==> src/rtl/core_pkg.sv <==
// Shared pipeline-control types and constants for the 5-stage core.
// Latency: n/a (types and constants only).
// Backpressure: n/a.
package core_pkg;

    // Sequencing controller states; encoding is fixed for debug visibility.
    typedef enum logic [1:0] {
        RUN      = 2'd0,
        MEMWAIT  = 2'd1,
        REDIRECT = 2'd2
    } state_t;

    // x0 is hardwired to zero, so it never carries a load-use dependency.
    localparam logic [4:0] REG_ZERO = 5'd0;

    // ID/EX control bundle; a bubble is every control bit cleared.
    typedef struct packed {
        logic       reg_write;
        logic       mem_read;
        logic       mem_write;
        logic       branch;
        logic       jump;
        logic       alu_src;
        logic [3:0] alu_op;
    } idex_ctrl_t;

    localparam idex_ctrl_t BUBBLE_CTRL = '0;

endpackage

==> src/rtl/hazard_stall_ctrl_if.sv <==
// Pipeline hazard inputs and stage-register enable/flush controls.
// Latency: n/a (wiring only).
// Backpressure: the controls themselves are the pipeline's stall mechanism.
interface hazard_stall_ctrl_if;
    logic [4:0] IFIDrs1;
    logic [4:0] IFIDrs2;
    logic       IFIDUsesRs1;
    logic       IFIDUsesRs2;
    logic [4:0] IDEXrd;
    logic       IDEXMemRead;
    logic       EXRedirect;
    logic       MemReq;
    logic       MemReady;
    logic       PCWrite;
    logic       IFIDWrite;
    logic       IFIDFlush;
    logic       IDEXWrite;
    logic       IDEXFlush;
    logic       EXMEMWrite;

    // Pipeline side: reports hazard sources, consumes controls.
    modport master (
        output IFIDrs1, IFIDrs2, IFIDUsesRs1, IFIDUsesRs2, IDEXrd, IDEXMemRead,
        output EXRedirect, MemReq, MemReady,
        input  PCWrite, IFIDWrite, IFIDFlush, IDEXWrite, IDEXFlush, EXMEMWrite
    );

    // Controller side.
    modport slave (
        input  IFIDrs1, IFIDrs2, IFIDUsesRs1, IFIDUsesRs2, IDEXrd, IDEXMemRead,
        input  EXRedirect, MemReq, MemReady,
        output PCWrite, IFIDWrite, IFIDFlush, IDEXWrite, IDEXFlush, EXMEMWrite
    );
endinterface

==> src/rtl/hazard_stall_ctrl_hazard_detect.sv <==
// Load-use comparator: ID source registers against the load destination in EX.
// Latency: purely combinational.
// Backpressure: none; the result feeds the stall controller.
module hazard_detect
    import core_pkg::*;
(
    input  logic [4:0] IFIDrs1,
    input  logic [4:0] IFIDrs2,
    input  logic       IFIDUsesRs1,
    input  logic       IFIDUsesRs2,
    input  logic [4:0] IDEXrd,
    input  logic       IDEXMemRead,
    output logic       loaduse
);

    logic rs1_hit;
    logic rs2_hit;

    // Only sources the ID instruction actually reads can create a dependency.
    assign rs1_hit = IFIDUsesRs1 && (IFIDrs1 == IDEXrd);
    assign rs2_hit = IFIDUsesRs2 && (IFIDrs2 == IDEXrd);
    assign loaduse = IDEXMemRead && (IDEXrd != REG_ZERO) && (rs1_hit || rs2_hit);

endmodule

==> src/rtl/hazard_stall_ctrl.sv <==
// Pipeline sequencing: load-use bubbles, redirect squashing, memory-wait freeze.
// Latency: controls are combinational in the triggering cycle; state updates next CLK.
// Backpressure: MemReq without MemReady freezes every stage register.
module hazard_stall_ctrl
    import core_pkg::*;
#(
    parameter int FLUSH_EXTRA = 0,
    parameter int MEM_TIMEOUT = 255,
    parameter int STALL_CNT_W = 16
) (
    input  logic                   CLK,
    input  logic                   RST,
    hazard_stall_ctrl_if.slave     pif,
    output logic [STALL_CNT_W-1:0] StallCycles,
    output logic                   MemTimeout
);

    localparam int               WAIT_W     = $clog2(MEM_TIMEOUT + 1);
    localparam logic [WAIT_W-1:0] WAIT_MAX  = WAIT_W'(MEM_TIMEOUT);
    localparam logic [2:0]       FLUSH_INIT = 3'(FLUSH_EXTRA);

    state_t            state_q, state_d;
    logic [2:0]        flush_q, flush_d;
    logic [WAIT_W-1:0] wait_q, wait_d;
    logic              timeout_set;
    logic              memstall;
    logic              loaduse;

    logic pc_wr, ifid_wr, ifid_fl, idex_wr, idex_fl, exmem_wr;

    hazard_detect u_hazard_detect (
        .IFIDrs1     (pif.IFIDrs1),
        .IFIDrs2     (pif.IFIDrs2),
        .IFIDUsesRs1 (pif.IFIDUsesRs1),
        .IFIDUsesRs2 (pif.IFIDUsesRs2),
        .IDEXrd      (pif.IDEXrd),
        .IDEXMemRead (pif.IDEXMemRead),
        .loaduse     (loaduse)
    );

    assign memstall = pif.MemReq && !pif.MemReady;

    // Next-state and stage controls; memory freeze outranks everything, a
    // redirect outranks a load-use (the ID instruction is on the wrong path).
    always_comb begin
        pc_wr       = 1'b1;
        ifid_wr     = 1'b1;
        ifid_fl     = 1'b0;
        idex_wr     = 1'b1;
        idex_fl     = 1'b0;
        exmem_wr    = 1'b1;
        state_d     = state_q;
        flush_d     = flush_q;
        wait_d      = wait_q;
        timeout_set = 1'b0;

        if (RST) begin
            pc_wr    = 1'b0;
            ifid_wr  = 1'b0;
            ifid_fl  = 1'b1;
            idex_wr  = 1'b0;
            idex_fl  = 1'b1;
            exmem_wr = 1'b0;
        end else begin
            case (state_q)
                RUN, MEMWAIT: begin
                    if (memstall) begin
                        // EX is frozen too, so a pending redirect simply waits.
                        pc_wr    = 1'b0;
                        ifid_wr  = 1'b0;
                        idex_wr  = 1'b0;
                        exmem_wr = 1'b0;
                        state_d  = MEMWAIT;
                        if (state_q == RUN) begin
                            wait_d = WAIT_W'(1);
                        end else if (wait_q != WAIT_MAX) begin
                            wait_d = wait_q + WAIT_W'(1);
                        end
                        timeout_set = (wait_d == WAIT_MAX);
                    end else begin
                        wait_d  = '0;
                        state_d = RUN;
                        if (pif.EXRedirect) begin
                            ifid_fl = 1'b1;
                            idex_fl = 1'b1;
                            if (FLUSH_EXTRA > 0) begin
                                state_d = REDIRECT;
                                flush_d = FLUSH_INIT;
                            end
                        end else if (loaduse) begin
                            // One bubble clears IDEXMemRead, so the hazard self-clears.
                            pc_wr   = 1'b0;
                            ifid_wr = 1'b0;
                            idex_fl = 1'b1;
                        end
                    end
                end
                REDIRECT: begin
                    if (memstall) begin
                        pc_wr    = 1'b0;
                        ifid_wr  = 1'b0;
                        idex_wr  = 1'b0;
                        exmem_wr = 1'b0;
                    end else begin
                        // Keep squashing while instruction memory drains stale fetches.
                        ifid_fl = 1'b1;
                        idex_fl = 1'b1;
                        flush_d = flush_q - 3'd1;
                        wait_d  = '0;
                        if (flush_q <= 3'd1) begin
                            state_d = RUN;
                        end
                    end
                end
                default: state_d = RUN;
            endcase
        end
    end

    assign pif.PCWrite    = pc_wr;
    assign pif.IFIDWrite  = ifid_wr;
    assign pif.IFIDFlush  = ifid_fl;
    assign pif.IDEXWrite  = idex_wr;
    assign pif.IDEXFlush  = idex_fl;
    assign pif.EXMEMWrite = exmem_wr;

    // State, counters and debug flags; reset aborts any stall or redirect.
    always_ff @(posedge CLK) begin
        if (RST) begin
            state_q     <= RUN;
            flush_q     <= '0;
            wait_q      <= '0;
            StallCycles <= '0;
            MemTimeout  <= 1'b0;
        end else begin
            state_q <= state_d;
            flush_q <= flush_d;
            wait_q  <= wait_d;
            if (!pc_wr && (StallCycles != '1)) begin
                StallCycles <= StallCycles + STALL_CNT_W'(1);
            end
            if (timeout_set) begin
                MemTimeout <= 1'b1;
            end
        end
    end

endmodule
==> src/flat_wrapper.sv <==
// flat-port wrapper written by rule: the top's interface ports become plain ports
module hazard_stall_ctrl_flat import core_pkg::*;
#(
    parameter int FLUSH_EXTRA = 0,
    parameter int MEM_TIMEOUT = 255,
    parameter int STALL_CNT_W = 16
)
  (CLK, RST, StallCycles, MemTimeout, pif_IFIDrs1, pif_IFIDrs2, pif_IFIDUsesRs1, pif_IFIDUsesRs2, pif_IDEXrd, pif_IDEXMemRead, pif_EXRedirect, pif_MemReq, pif_MemReady, pif_PCWrite, pif_IFIDWrite, pif_IFIDFlush, pif_IDEXWrite, pif_IDEXFlush, pif_EXMEMWrite);
  hazard_stall_ctrl_if pif_i ();
  input  logic CLK;
  input  logic RST;
  output logic [STALL_CNT_W-1:0] StallCycles;
  output logic MemTimeout;
  input wire logic [$bits(pif_i.IFIDrs1)-1:0] pif_IFIDrs1;
  input wire logic [$bits(pif_i.IFIDrs2)-1:0] pif_IFIDrs2;
  input wire logic [$bits(pif_i.IFIDUsesRs1)-1:0] pif_IFIDUsesRs1;
  input wire logic [$bits(pif_i.IFIDUsesRs2)-1:0] pif_IFIDUsesRs2;
  input wire logic [$bits(pif_i.IDEXrd)-1:0] pif_IDEXrd;
  input wire logic [$bits(pif_i.IDEXMemRead)-1:0] pif_IDEXMemRead;
  input wire logic [$bits(pif_i.EXRedirect)-1:0] pif_EXRedirect;
  input wire logic [$bits(pif_i.MemReq)-1:0] pif_MemReq;
  input wire logic [$bits(pif_i.MemReady)-1:0] pif_MemReady;
  output wire logic [$bits(pif_i.PCWrite)-1:0] pif_PCWrite;
  output wire logic [$bits(pif_i.IFIDWrite)-1:0] pif_IFIDWrite;
  output wire logic [$bits(pif_i.IFIDFlush)-1:0] pif_IFIDFlush;
  output wire logic [$bits(pif_i.IDEXWrite)-1:0] pif_IDEXWrite;
  output wire logic [$bits(pif_i.IDEXFlush)-1:0] pif_IDEXFlush;
  output wire logic [$bits(pif_i.EXMEMWrite)-1:0] pif_EXMEMWrite;
  assign pif_i.IFIDrs1 = pif_IFIDrs1;
  assign pif_i.IFIDrs2 = pif_IFIDrs2;
  assign pif_i.IFIDUsesRs1 = pif_IFIDUsesRs1;
  assign pif_i.IFIDUsesRs2 = pif_IFIDUsesRs2;
  assign pif_i.IDEXrd = pif_IDEXrd;
  assign pif_i.IDEXMemRead = pif_IDEXMemRead;
  assign pif_i.EXRedirect = pif_EXRedirect;
  assign pif_i.MemReq = pif_MemReq;
  assign pif_i.MemReady = pif_MemReady;
  assign pif_PCWrite = pif_i.PCWrite;
  assign pif_IFIDWrite = pif_i.IFIDWrite;
  assign pif_IFIDFlush = pif_i.IFIDFlush;
  assign pif_IDEXWrite = pif_i.IDEXWrite;
  assign pif_IDEXFlush = pif_i.IDEXFlush;
  assign pif_EXMEMWrite = pif_i.EXMEMWrite;
  hazard_stall_ctrl #(.FLUSH_EXTRA(FLUSH_EXTRA), .MEM_TIMEOUT(MEM_TIMEOUT), .STALL_CNT_W(STALL_CNT_W)) u_core (.CLK(CLK), .RST(RST), .pif(pif_i), .StallCycles(StallCycles), .MemTimeout(MemTimeout));
endmodule
==> config.mk <==
export PLATFORM = sky130hd
export DESIGN_NAME = hazard_stall_ctrl_flat
export DESIGN_NICKNAME = d
export VERILOG_FILES = /design/src/rtl/core_pkg.sv /design/src/rtl/hazard_stall_ctrl_if.sv /design/src/rtl/hazard_stall_ctrl_hazard_detect.sv /design/src/rtl/hazard_stall_ctrl.sv /design/src/flat_wrapper.sv
export SDC_FILE = /design/constraint.sdc
export NUM_CORES = 1
export LEC_CHECK = 0
export CORE_MARGIN = 5
export CORE_UTILIZATION = 40
export CTS_CLUSTER_SIZE = 30
export DETAILED_ROUTE_END_ITERATION = 6
export MAX_ROUTING_LAYER = met4
export PLACE_DENSITY = 0.75
export SETUP_SLACK_MARGIN = 0.4
export SYNTH_ARGS = -nofsm -noshare
export SYNTH_HDL_FRONTEND = slang
export SYNTH_HIERARCHICAL = 1
export SYNTH_SLANG_ARGS = --single-unit
==> constraint.sdc <==
create_clock -name CLK -period 2.5 [get_ports CLK]
set_clock_uncertainty 0.15 [all_clocks]
set_input_delay 0.5 -clock CLK [delete_from_list [all_inputs] [get_ports CLK]]
set_output_delay 0.5 -clock CLK [all_outputs]
set_load 0.05 [all_outputs]
==> reports/metrics.csv, run 1 <==
metric;value;unit
status;complete, but fails checks;
failed_checks;setup timing;
root_buffer;sky130_fd_sc_hd__clkbuf_8;
remaining_drc_errors;0;
die_width;74.0;um
grt_setup_unrepaired;true;
grt_pass1_wl;7660;um
drt_first_iter_violations;95;
insertedDiodeCount;0;
critical_path.max_fanout;3;
worst_slew_pin_slew;0.656;ns
cts_inserted_buffers;3;
top_layer;met4;
yosys-top-cells-area;sky130_fd_sc_hd__dfxtp_1 32%, sky130_fd_sc_hd__nor2_1 5.3%, sky130_fd_sc_hd__mux2_2 4.8%, sky130_fd_sc_hd__xor2_1 4.8%, sky130_fd_sc_hd__nor2b_1 3.8%;
max_cap_violations;0;
dr.pass1.iters;4;
report.final.hold_viol_count;0;
syn-cell-area;1640;um2
clock_sink_count;26;
synthToLayoutAreaGrowth;57.7;%
yosys.area.top_type_share;31.7;%
timing.final.max_slew_violations;0;
worst-setup-path-type;in -> out;
antenna_left;0;
final_cells;309;
worst-endpoint-required;1.85;ns
place_congestion;0.878;
synth_top_cell_by_area;sky130_fd_sc_hd__dfxtp_1;
grt_pass1_vias;1629;
grt_overflow_total;0;
vias;1706;
wl_met2;2530;um
dpl_worst_slack;-0.689;ns
clock.fmax;388;MHz
worst_slew_margin_rel;55.9;%
detail_route.wirelength;4890;um
fraction_of_registers_with_async_set_or_reset_after_synthesis;0;%
detail_route_met3_wl;198;um
placement_rows;23;
die_height;74.0;um
cts.reportedPaths.clkPinSlew;0.08;ns
syn_inst;199;
htreeDepth;1;
report.final.setup_viol;5;
final_critical_path_setup_slack;-0.0747;ns
routed_via_density;5.52;
met1_length;1960;um
power_density;335;nW/um2
irDropWorstVdd;0.000370;V
synthesis.nets;224;
tritoncts;yes;
io_buffer_count;45;
hold_buffers;0;
finalNetCount;286;
yosys.cell_types.count;42;
layout.cells.most_common;sky130_fd_sc_hd__dfxtp_1;
die_area;5480;um2
worst_setup_path_start_kind;input pin;
final.fill_count;313;
core_area;4000;um2
detailed_place_hpwl;3310;um
nature_of_the_critical_path_endpoint;primary output;
power.leakage;0.00105;uW
finalWorstPathRequiredPeriod;2.57;ns
seq_area_frac_synth;31.7;%
synth_warnings;6;
finalCritPeriodShare;103;%
boundaryPins;46;
grtUsageTotal;18.3;%
clock_path_buffers;2;
number_of_synthesized_flops_with_an_enable_pin;0;
synth_top_flop_cell;sky130_fd_sc_hd__dfxtp_1;
min_path_type;reg -> reg;
routed_wire_length_per_instance;15.8;um
crit_arrival;1.92;ns
placedCellCount;299;
layout-drive-gt1-share;34.0;%
initial_antenna_violation_count;0;
starting_density_of_the_core;41.0;%
synth.ff_latch_count;26;
commonest_non_fill_non_tap_cells_in_the_layout;26 x sky130_fd_sc_hd__dfxtp_1, 23 x sky130_fd_sc_hd__dlygate4sd2_1, 20 x sky130_fd_sc_hd__nor2_1;
grt_max_degree;16;
clk-insertion-delay-late;0.26;ns
post_synthesis_mean_instance_area;8.24;um2
==> synthesized netlist by cell type, types with 4 or more instances <==
cell / count
sky130_fd_sc_hd__a21oi_1: 8
sky130_fd_sc_hd__xor2_1: 9
sky130_fd_sc_hd__mux2i_1: 4
sky130_fd_sc_hd__nor2_1: 23
sky130_fd_sc_hd__clkbuf_1: 7
sky130_fd_sc_hd__mux2_2: 7
sky130_fd_sc_hd__nor4_1: 7
sky130_fd_sc_hd__inv_1: 7
sky130_fd_sc_hd__o31ai_1: 4
sky130_fd_sc_hd__a211oi_1: 4
sky130_fd_sc_hd__dfxtp_1: 26
sky130_fd_sc_hd__nor3_1: 7
sky130_fd_sc_hd__nand2_1: 14
sky130_fd_sc_hd__and4_1: 4
sky130_fd_sc_hd__nand3_1: 9
sky130_fd_sc_hd__or3_1: 4
sky130_fd_sc_hd__nor2b_1: 10
==> worst max-delay path, stage by stage <==
cell	delay, ns
sky130_fd_sc_hd__buf_6	0.09
sky130_fd_sc_hd__or4_4	0.52
sky130_fd_sc_hd__o21ai_2	0.16
sky130_fd_sc_hd__a21oi_2	0.05
sky130_fd_sc_hd__nor2b_4	0.14
sky130_fd_sc_hd__nor3_4	0.27
sky130_fd_sc_hd__buf_12	0.18
==> kinds of logic after synthesis <==
kind of cell / synth area share [%]
xor gates and xnor gates: 5.87
and+or+nand+nor: 35.4
buffers and inverters: 4.35
muxes: 8.62
adders and majority gates: 1.53
DFF: 31.7
AOI/OAI and AO/OA: 12.5
==> per-layer routing <==
metal | global-route usage (%) | up-vias
met3 | 3.24 | 17
met4 | 6.24 | 0
met2 | 31.5 | 40
met5 | - | -
met1 | 21.3 | 806
li1 | - | 843
==> stage by stage <==
stage | cell area, um2 | power (uW) | hold WS (ns) | setup TNS, ns | utilization [%]
floorplan | 1690 | 530 | 0.267 | -0.472 | -
global placement | 2320 | 627 | 0.274 | -10.29 | 58.1
detailed placement | 2320 | 630 | 0.288 | -11.07 | 58.1
CTS | 2510 | 870 | 0.302 | -0.155 | 62.7
global route | 2590 | 907 | 0.333 | -1.77 | 64.7
finish | 2590 | 866 | 0.294 | -0.210 | 64.7
==> repair_timing <==
item                       in CTS  in global routing
gates resized for setup       103                 17
pin swaps                      22                  6
setup endpoints to repair      46                 21
setup buffers                   6                  1
==> area by class of cell <==
class / instances / area (um2) / area share [%]
Tap cell: 50 / 62.6 / 2.42
Inverter: 7 / 26.3 / 1.02
Multi-Input combinational cell: 156 / 1290 / 50.0
Clock buffer: 3 / 41.3 / 1.60
Timing Repair Buffer: 67 / 642 / 24.8
Sequential cell: 26 / 520 / 20.1
==> path summary, 6_finish.rpt <==
kind	end	cells past startpoint	slack, ns	from
max	pif_PCWrite	7	-0.07	pif_IDEXrd[2]
min	u_core/wait_q[0]	1	0.29	u_core/state_q[0]
max reg2reg	u_core/StallCycles[15]	4	0.36	u_core/StallCycles[6]
min reg2reg	u_core/wait_q[0]	1	0.29	u_core/state_q[0]
==> flip-flops by register name, summed over array words and instances, names as in the netlist <==
register and count:
u_core/wait_q 8, u_core/state_q 1, u_core/StallCycles 16, u_core/MemTimeout 1
==> power breakdown <==
part           internal, uW  total (uW)  switching (uW)
Sequential              420         429            8.97
Combinational           100         212             111
Clock                   108         226             119
Total                   627         866             239
(Power assumes the default switching activity.)
==> inputs of run 2 (changes only) <==
- HOLD_SLACK_MARGIN: default -> 0.05
==> results of run 2 <==
Final layout, timing and power as in run 1 (identical DEF).
